<file path="config.mk">
export PLATFORM = sky130hd
export DESIGN_NAME = bcd_to_unsigned_flat
export DESIGN_NICKNAME = d
export VERILOG_FILES = /design/src/rtl/bcd_to_unsigned_if.sv /design/src/rtl/bcd_to_unsigned.sv /design/src/flat_wrapper.sv
export SDC_FILE = /design/constraint.sdc
export NUM_CORES = 1
export LEC_CHECK = 0
export CAP_MARGIN = 10
export CORE_MARGIN = 2
export CORE_UTILIZATION = 35
export CTS_BUF_LIST = sky130_fd_sc_hd__clkbuf_8
export DETAILED_ROUTE_END_ITERATION = 8
export SYNTH_ARGS = -nofsm -noshare
export SYNTH_HDL_FRONTEND = slang
export SYNTH_SLANG_ARGS = --single-unit
</file>
<file path="constraint.sdc">
create_clock -name clk -period 2.25 [get_ports clk]
set_input_delay 0.45 -clock clk [delete_from_list [all_inputs] [get_ports clk]]
set_output_delay 0.45 -clock clk [all_outputs]
set_load 0.005 [all_outputs]
</file>
<file path="src/rtl/bcd_to_unsigned_if.sv">
// ============================================================================
// Module      : bcd_to_unsigned_if
// Description : Start/result handshake bundle for the BCD-to-binary converter.
// Revision    : 1.0 - initial release
// ============================================================================
`default_nettype none

interface bcd_to_unsigned_if #(
    parameter int DIGITS = 8,
    parameter int BITS   = 32
);
    logic                  trigger;
    logic [DIGITS*4-1:0]   bcd;
    logic                  idle;
    logic                  done;
    logic [BITS-1:0]       out;
    logic                  err;

    modport master (
        output trigger, bcd,
        input  idle, done, out, err
    );

    modport slave (
        input  trigger, bcd,
        output idle, done, out, err
    );
endinterface

`default_nettype wire

</file>
<file path="src/rtl/bcd_to_unsigned.sv">
// ============================================================================
// Module      : bcd_to_unsigned
// Description : Sequential reverse double-dabble converter, packed BCD in,
//               unsigned binary out, one shift per clock.
//               Optional macro BCD_CHECK_EN enables invalid-digit detection.
// Revision    : 1.0 - initial release
// ============================================================================
`default_nettype none

module bcd_to_unsigned #(
    parameter int DIGITS = 8,
    parameter int BITS   = 32
) (
    input  logic              clk,
    input  logic              rst_n,
    bcd_to_unsigned_if.slave  bus
);

    localparam int                   c_BCD_W = DIGITS * 4;
    localparam int                   c_CNT_W = $clog2(BITS) + 1;
    localparam logic [c_CNT_W-1:0]   c_LAST  = c_CNT_W'(BITS - 1);
    localparam logic [c_CNT_W-1:0]   c_ONE   = c_CNT_W'(1);

    typedef enum logic [1:0] {
        S_IDLE  = 2'd0,
        S_SHIFT = 2'd1,
        S_DONE  = 2'd2
    } state_t;

    state_t                 r_state;
    state_t                 w_state_next;

    logic [c_BCD_W-1:0]     r_bcd;
    logic [BITS-1:0]        r_bin;
    logic [c_CNT_W-1:0]     r_cnt;
    logic [BITS-1:0]        r_out;

    logic [c_BCD_W-1:0]     w_bcd_shr;
    logic [c_BCD_W-1:0]     w_bcd_adj;
    logic [BITS-1:0]        w_bin_shr;
    logic                   w_accept;
    logic                   w_last;

    // One right shift of the combined {bcd, bin} working register.
    assign {w_bcd_shr, w_bin_shr} = {1'b0, r_bcd, r_bin[BITS-1:1]};

    // A digit that received the bit shifted down from its neighbour carries
    // +8 where +5 (half of ten) is wanted, hence the -3 correction.
    generate
        for (genvar i = 0; i < DIGITS; i++) begin : g_adj
            always_comb begin
                if (w_bcd_shr[4*i +: 4] >= 4'd8) begin
                    w_bcd_adj[4*i +: 4] = w_bcd_shr[4*i +: 4] - 4'd3;
                end else begin
                    w_bcd_adj[4*i +: 4] = w_bcd_shr[4*i +: 4];
                end
            end
        end
    endgenerate

    always_ff @(posedge clk or negedge rst_n) begin
        if (!rst_n) begin
            r_state <= S_IDLE;
        end else begin
            r_state <= w_state_next;
        end
    end

    always_comb begin
        w_state_next = r_state;
        w_accept     = 1'b0;
        w_last       = 1'b0;
        case (r_state)
            S_IDLE: begin
                if (bus.trigger) begin
                    w_accept     = 1'b1;
                    w_state_next = S_SHIFT;
                end
            end
            S_SHIFT: begin
                if (r_cnt == c_LAST) begin
                    w_last       = 1'b1;
                    w_state_next = S_DONE;
                end
            end
            S_DONE: begin
                w_state_next = S_IDLE;
            end
            default: begin
                w_state_next = S_IDLE;
            end
        endcase
    end

    always_ff @(posedge clk or negedge rst_n) begin
        if (!rst_n) begin
            r_bcd <= '0;
            r_bin <= '0;
            r_cnt <= '0;
        end else if (w_accept) begin
            r_bcd <= bus.bcd;
            r_bin <= '0;
            r_cnt <= '0;
        end else if (r_state == S_SHIFT) begin
            r_bcd <= w_bcd_adj;
            r_bin <= w_bin_shr;
            r_cnt <= r_cnt + c_ONE;
        end
    end

`ifdef BCD_CHECK_EN
    logic [DIGITS-1:0]      w_digit_bad;
    logic                   r_err_pend;
    logic                   r_err;

    generate
        for (genvar i = 0; i < DIGITS; i++) begin : g_chk
            assign w_digit_bad[i] = (bus.bcd[4*i +: 4] > 4'd9);
        end
    endgenerate

    always_ff @(posedge clk or negedge rst_n) begin
        if (!rst_n) begin
            r_err_pend <= 1'b0;
        end else if (w_accept) begin
            r_err_pend <= |w_digit_bad;
        end
    end

    // The result is committed as the final shift lands, so out/err are
    // already valid during the single cycle that done is high.
    always_ff @(posedge clk or negedge rst_n) begin
        if (!rst_n) begin
            r_out <= '0;
            r_err <= 1'b0;
        end else if (w_last) begin
            r_out <= r_err_pend ? '0 : w_bin_shr;
            r_err <= r_err_pend;
        end
    end

    assign bus.err = r_err;
`else
    always_ff @(posedge clk or negedge rst_n) begin
        if (!rst_n) begin
            r_out <= '0;
        end else if (w_last) begin
            r_out <= w_bin_shr;
        end
    end

    assign bus.err = 1'b0;
`endif

    assign bus.out  = r_out;
    assign bus.idle = (r_state == S_IDLE);
    assign bus.done = (r_state == S_DONE);

endmodule

`default_nettype wire
</file>
<file path="src/flat_wrapper.sv">
// flat-port wrapper written by rule: the top's interface ports become plain ports
module bcd_to_unsigned_flat 
#(
    parameter int DIGITS = 8,
    parameter int BITS   = 32
)
  (clk, rst_n, bus_trigger, bus_bcd, bus_idle, bus_done, bus_out, bus_err);
  bcd_to_unsigned_if #(.DIGITS(DIGITS), .BITS(BITS)) bus_i ();
  input  logic clk;
  input  logic rst_n;
  input wire logic [$bits(bus_i.trigger)-1:0] bus_trigger;
  input wire logic [$bits(bus_i.bcd)-1:0] bus_bcd;
  output wire logic [$bits(bus_i.idle)-1:0] bus_idle;
  output wire logic [$bits(bus_i.done)-1:0] bus_done;
  output wire logic [$bits(bus_i.out)-1:0] bus_out;
  output wire logic [$bits(bus_i.err)-1:0] bus_err;
  assign bus_i.trigger = bus_trigger;
  assign bus_i.bcd = bus_bcd;
  assign bus_idle = bus_i.idle;
  assign bus_done = bus_i.done;
  assign bus_out = bus_i.out;
  assign bus_err = bus_i.err;
  bcd_to_unsigned #(.DIGITS(DIGITS), .BITS(BITS)) u_core (.clk(clk), .rst_n(rst_n), .bus(bus_i));
endmodule
</file>
==> impl_metrics.tcl <==
set metrics [dict create \
    final-instance-count-excl-fill 719 \
    p_clk_frac 0.177 \
    seq_power_share 0.492 \
    setup_viol 0 \
    core_area_um2 13770 \
    synth_top_area_frac 0.5269 \
    detail_route.wl_per_cell_um 13.84 \
    route.detailed.drc 0 \
    die_area_um2 14940 \
    fin_crit_ps 2119 \
    internal_power_mw 4.245 \
    max_cap_viol_count 0 \
    finalCritPeriodShare 0.9420 \
    maxSlewViolCount 0 \
    synth_cell_type_count 37 \
    layout_commonest_cell "nand2_1" \
    ioPinCount 70 \
    synth_top_cells_by_area "dfrtp_1 (53%), mux2_4 (8.9%), nand2_1 (8.1%)" \
    status "completed" \
    std_cell_rows 43 \
    cts_tree "yes" \
    seq_area_frac_synth 0.5269 \
    syn_area_per_cell_um2 10.45 \
    synth_area_um2 4892 \
    drtAntennaViolNets 0 \
    clock_latency_ps 370 \
    grt_use_total 0.1443 \
    final_cell_mix "nand2_1 (106), dfrtp_1 (102), clkdlybuf4s50_1 (67)" \
    yosys_warnings 0 \
    rsz0062_at_grt "false" \
    cts_buffer_depth 2 \
    place.gp.congestion 0.7849 \
    critPathRequiredTime_ps 1800 \
    postSynthCellCount 468 \
    grt_pass1_wl_um 17060 \
    path_cells "buf_4, nor2b_1, clkdlybuf4s50_1" \
    final_area_um2 6005 \
    drive_gt1_frac 0.1336 \
    crit_slowest_cell "clkdlybuf4s50_1" \
    clkSlewWorstSetupHoldPaths_ps 100 \
    whs_ps 132.4 \
    p_switching_mw 2.050 \
    slowest_delay_ps 520 \
    relSlewSlack 0.6391 \
    crit_fanout 9 \
    syn2layout_area_growth_pct 22.74 \
    yosysTopAreaCell "dfrtp_1" \
    p_sw_frac 0.3257 \
    start_kind "flop" \
    clock_skew_ps 6.583 \
    clock-root-buffer "clkbuf_8" \
    dp_slack_ps 199.3 \
    grt_max_degree 104 \
    via_per_inst 4.926 \
    p_leak_nw 2.777 \
    cts_made_buffers 9 \
    worst_pin_slew_ps 541.3 \
    synth_fp_nets 518 \
    fin_nets 584 \
    rrSetupSlack_ps 370 \
    setup_tns_ps 0 \
    vdd.ir_drop.worst_mv 0.3304 \
    place_area_um2 5802 \
    overflow 0 \
    power_density_nw_per_um2 1048 \
    first_pass_iters 4 \
    initial_core_util 0.3552 \
    antenna_found_initial 0 \
    worst_hold_path_type "input port to asynchronous set/reset pin" \
    ctsHoldBuffers 0 \
    n_antenna_cell 0 \
    drt_iter0_markers 183 \
    end_kind "primary output" \
    first_global_vias 3435 \
    n_fill_cell 1343 \
    final_core_util 0.4360 \
    worst_slack_ps 130.5 \
    fmax_mhz 471.8 \
    wl_um 9950 \
    htree_levels 3 \
    crit_type "flop to primary output" \
    die_y_um 122.2 \
    vias 3542 \
    dpl.cell_count 701 \
    hold_viol 0 \
    comb_power_share 0.331 \
    port_buffers 68 \
    numClockSinks 103 \
    hpwl_um 6500 \
    die_x_um 122.2 \
    crit_arrival_ps 1670 \
    ys_ff_latch 103 \
    power_mw 6.295 \
]
## power groups by stage
stage	registers (mW)	clock network [mW]	logic [mW]
final	3.10	1.12	2.08
after floorplan	3.00	0	1.34
after CTS	3.11	1.17	2.12
after global routing	3.21	1.25	2.36
after detailed placement	3.14	0	2.10
after global placement	3.11	0	2.02
## logic make-up after synthesis
family / count (synthesis) / share of synthesized area
mux: 33 / 0.09821
fa+ha+maj: 15 / 0.03836
compound gates: 68 / 0.08747
flops: 103 / 0.5269
other cells: 1 / 0.0007665
buf+inv: 44 / 0.04347
xor+xnor: 15 / 0.02686
simple gates: 189 / 0.1780
## per-layer routing
layer,vias up,routed length [um],track usage
met5,-,0,0
met4,0,123,0.03879
met3,11,411,0.03206
met2,81,4770,0.2365
met1,1740,4645,0.1934
li1,1710,-,-
## cell type report
| type | count | area (um^2) | area share |
|---|---|---|---|
| Sequential cell | 103 | 2579 | 0.4295 |
| Multi-Input combinational cell | 321 | 2110 | 0.3513 |
| Timing Repair Buffer | 84 | 848.3 | 0.1413 |
| Tap cell | 180 | 225.2 | 0.03751 |
| Clock buffer | 10 | 137.6 | 0.02292 |
| Inverter | 15 | 56.30 | 0.009377 |
| Clock inverter | 6 | 48.80 | 0.008127 |
## critical path: cells and delay by family, from the launching register on
kind          cells  cell delay, ps
flops             1             480
simple gates      1             110
buf+inv           2             710
## cells in the mapped netlist
cell type / number
a21oi_1: 1
a221o_1: 1
a22o_1: 1
a22oi_1: 3
a2bb2oi_1: 1
a31oi_1: 1
and2_1: 5
buf_1: 3
buf_2: 5
buf_4: 2
buf_6: 3
buf_8: 1
clkbuf_1: 15
conb_1: 1
dfrtp_1: 103
ha_1: 15
inv_1: 15
mux2_2: 4
mux2_4: 29
nand2_1: 106
nand2b_4: 1
nand3_1: 48
nand4_1: 5
nor2_1: 9
nor2b_1: 10
nor3b_1: 2
nor3b_2: 1
nor4b_4: 1
o211a_1: 7
o211ai_1: 7
o21ai_0: 42
o21bai_1: 1
o311ai_0: 2
o41ai_1: 1
or3b_2: 1
xnor2_1: 7
xor2_1: 8
## path summary, 6_finish.rpt
path	startpoint	to	depth (start not counted)
min in group clk	u_core.r_bcd[29]	u_core.r_bcd[29]	2
max in group asynchronous	rst_n	u_core.r_state[0]	2
max reg2reg	u_core.r_cnt[0]	u_core.bus.out[2]	5
max	u_core.r_state[0]	bus_done	3
min reg2reg	u_core.r_bcd[29]	u_core.r_bcd[29]	2
min	rst_n	u_core.bus.out[8]	2
## flip-flops by register name (all words and copies together), names as in the netlist
name            count
u_core.bus.out     32
u_core.r_bcd       32
u_core.r_bin       31
u_core.r_cnt        6
u_core.r_state      2
## timing repair
item | in CTS | in global routing
buffers inserted | 0 | 2
endpoints found under the setup margin | 1 | 1
resized for setup | 1 | 0
Power figures use the tool's default switching activity.
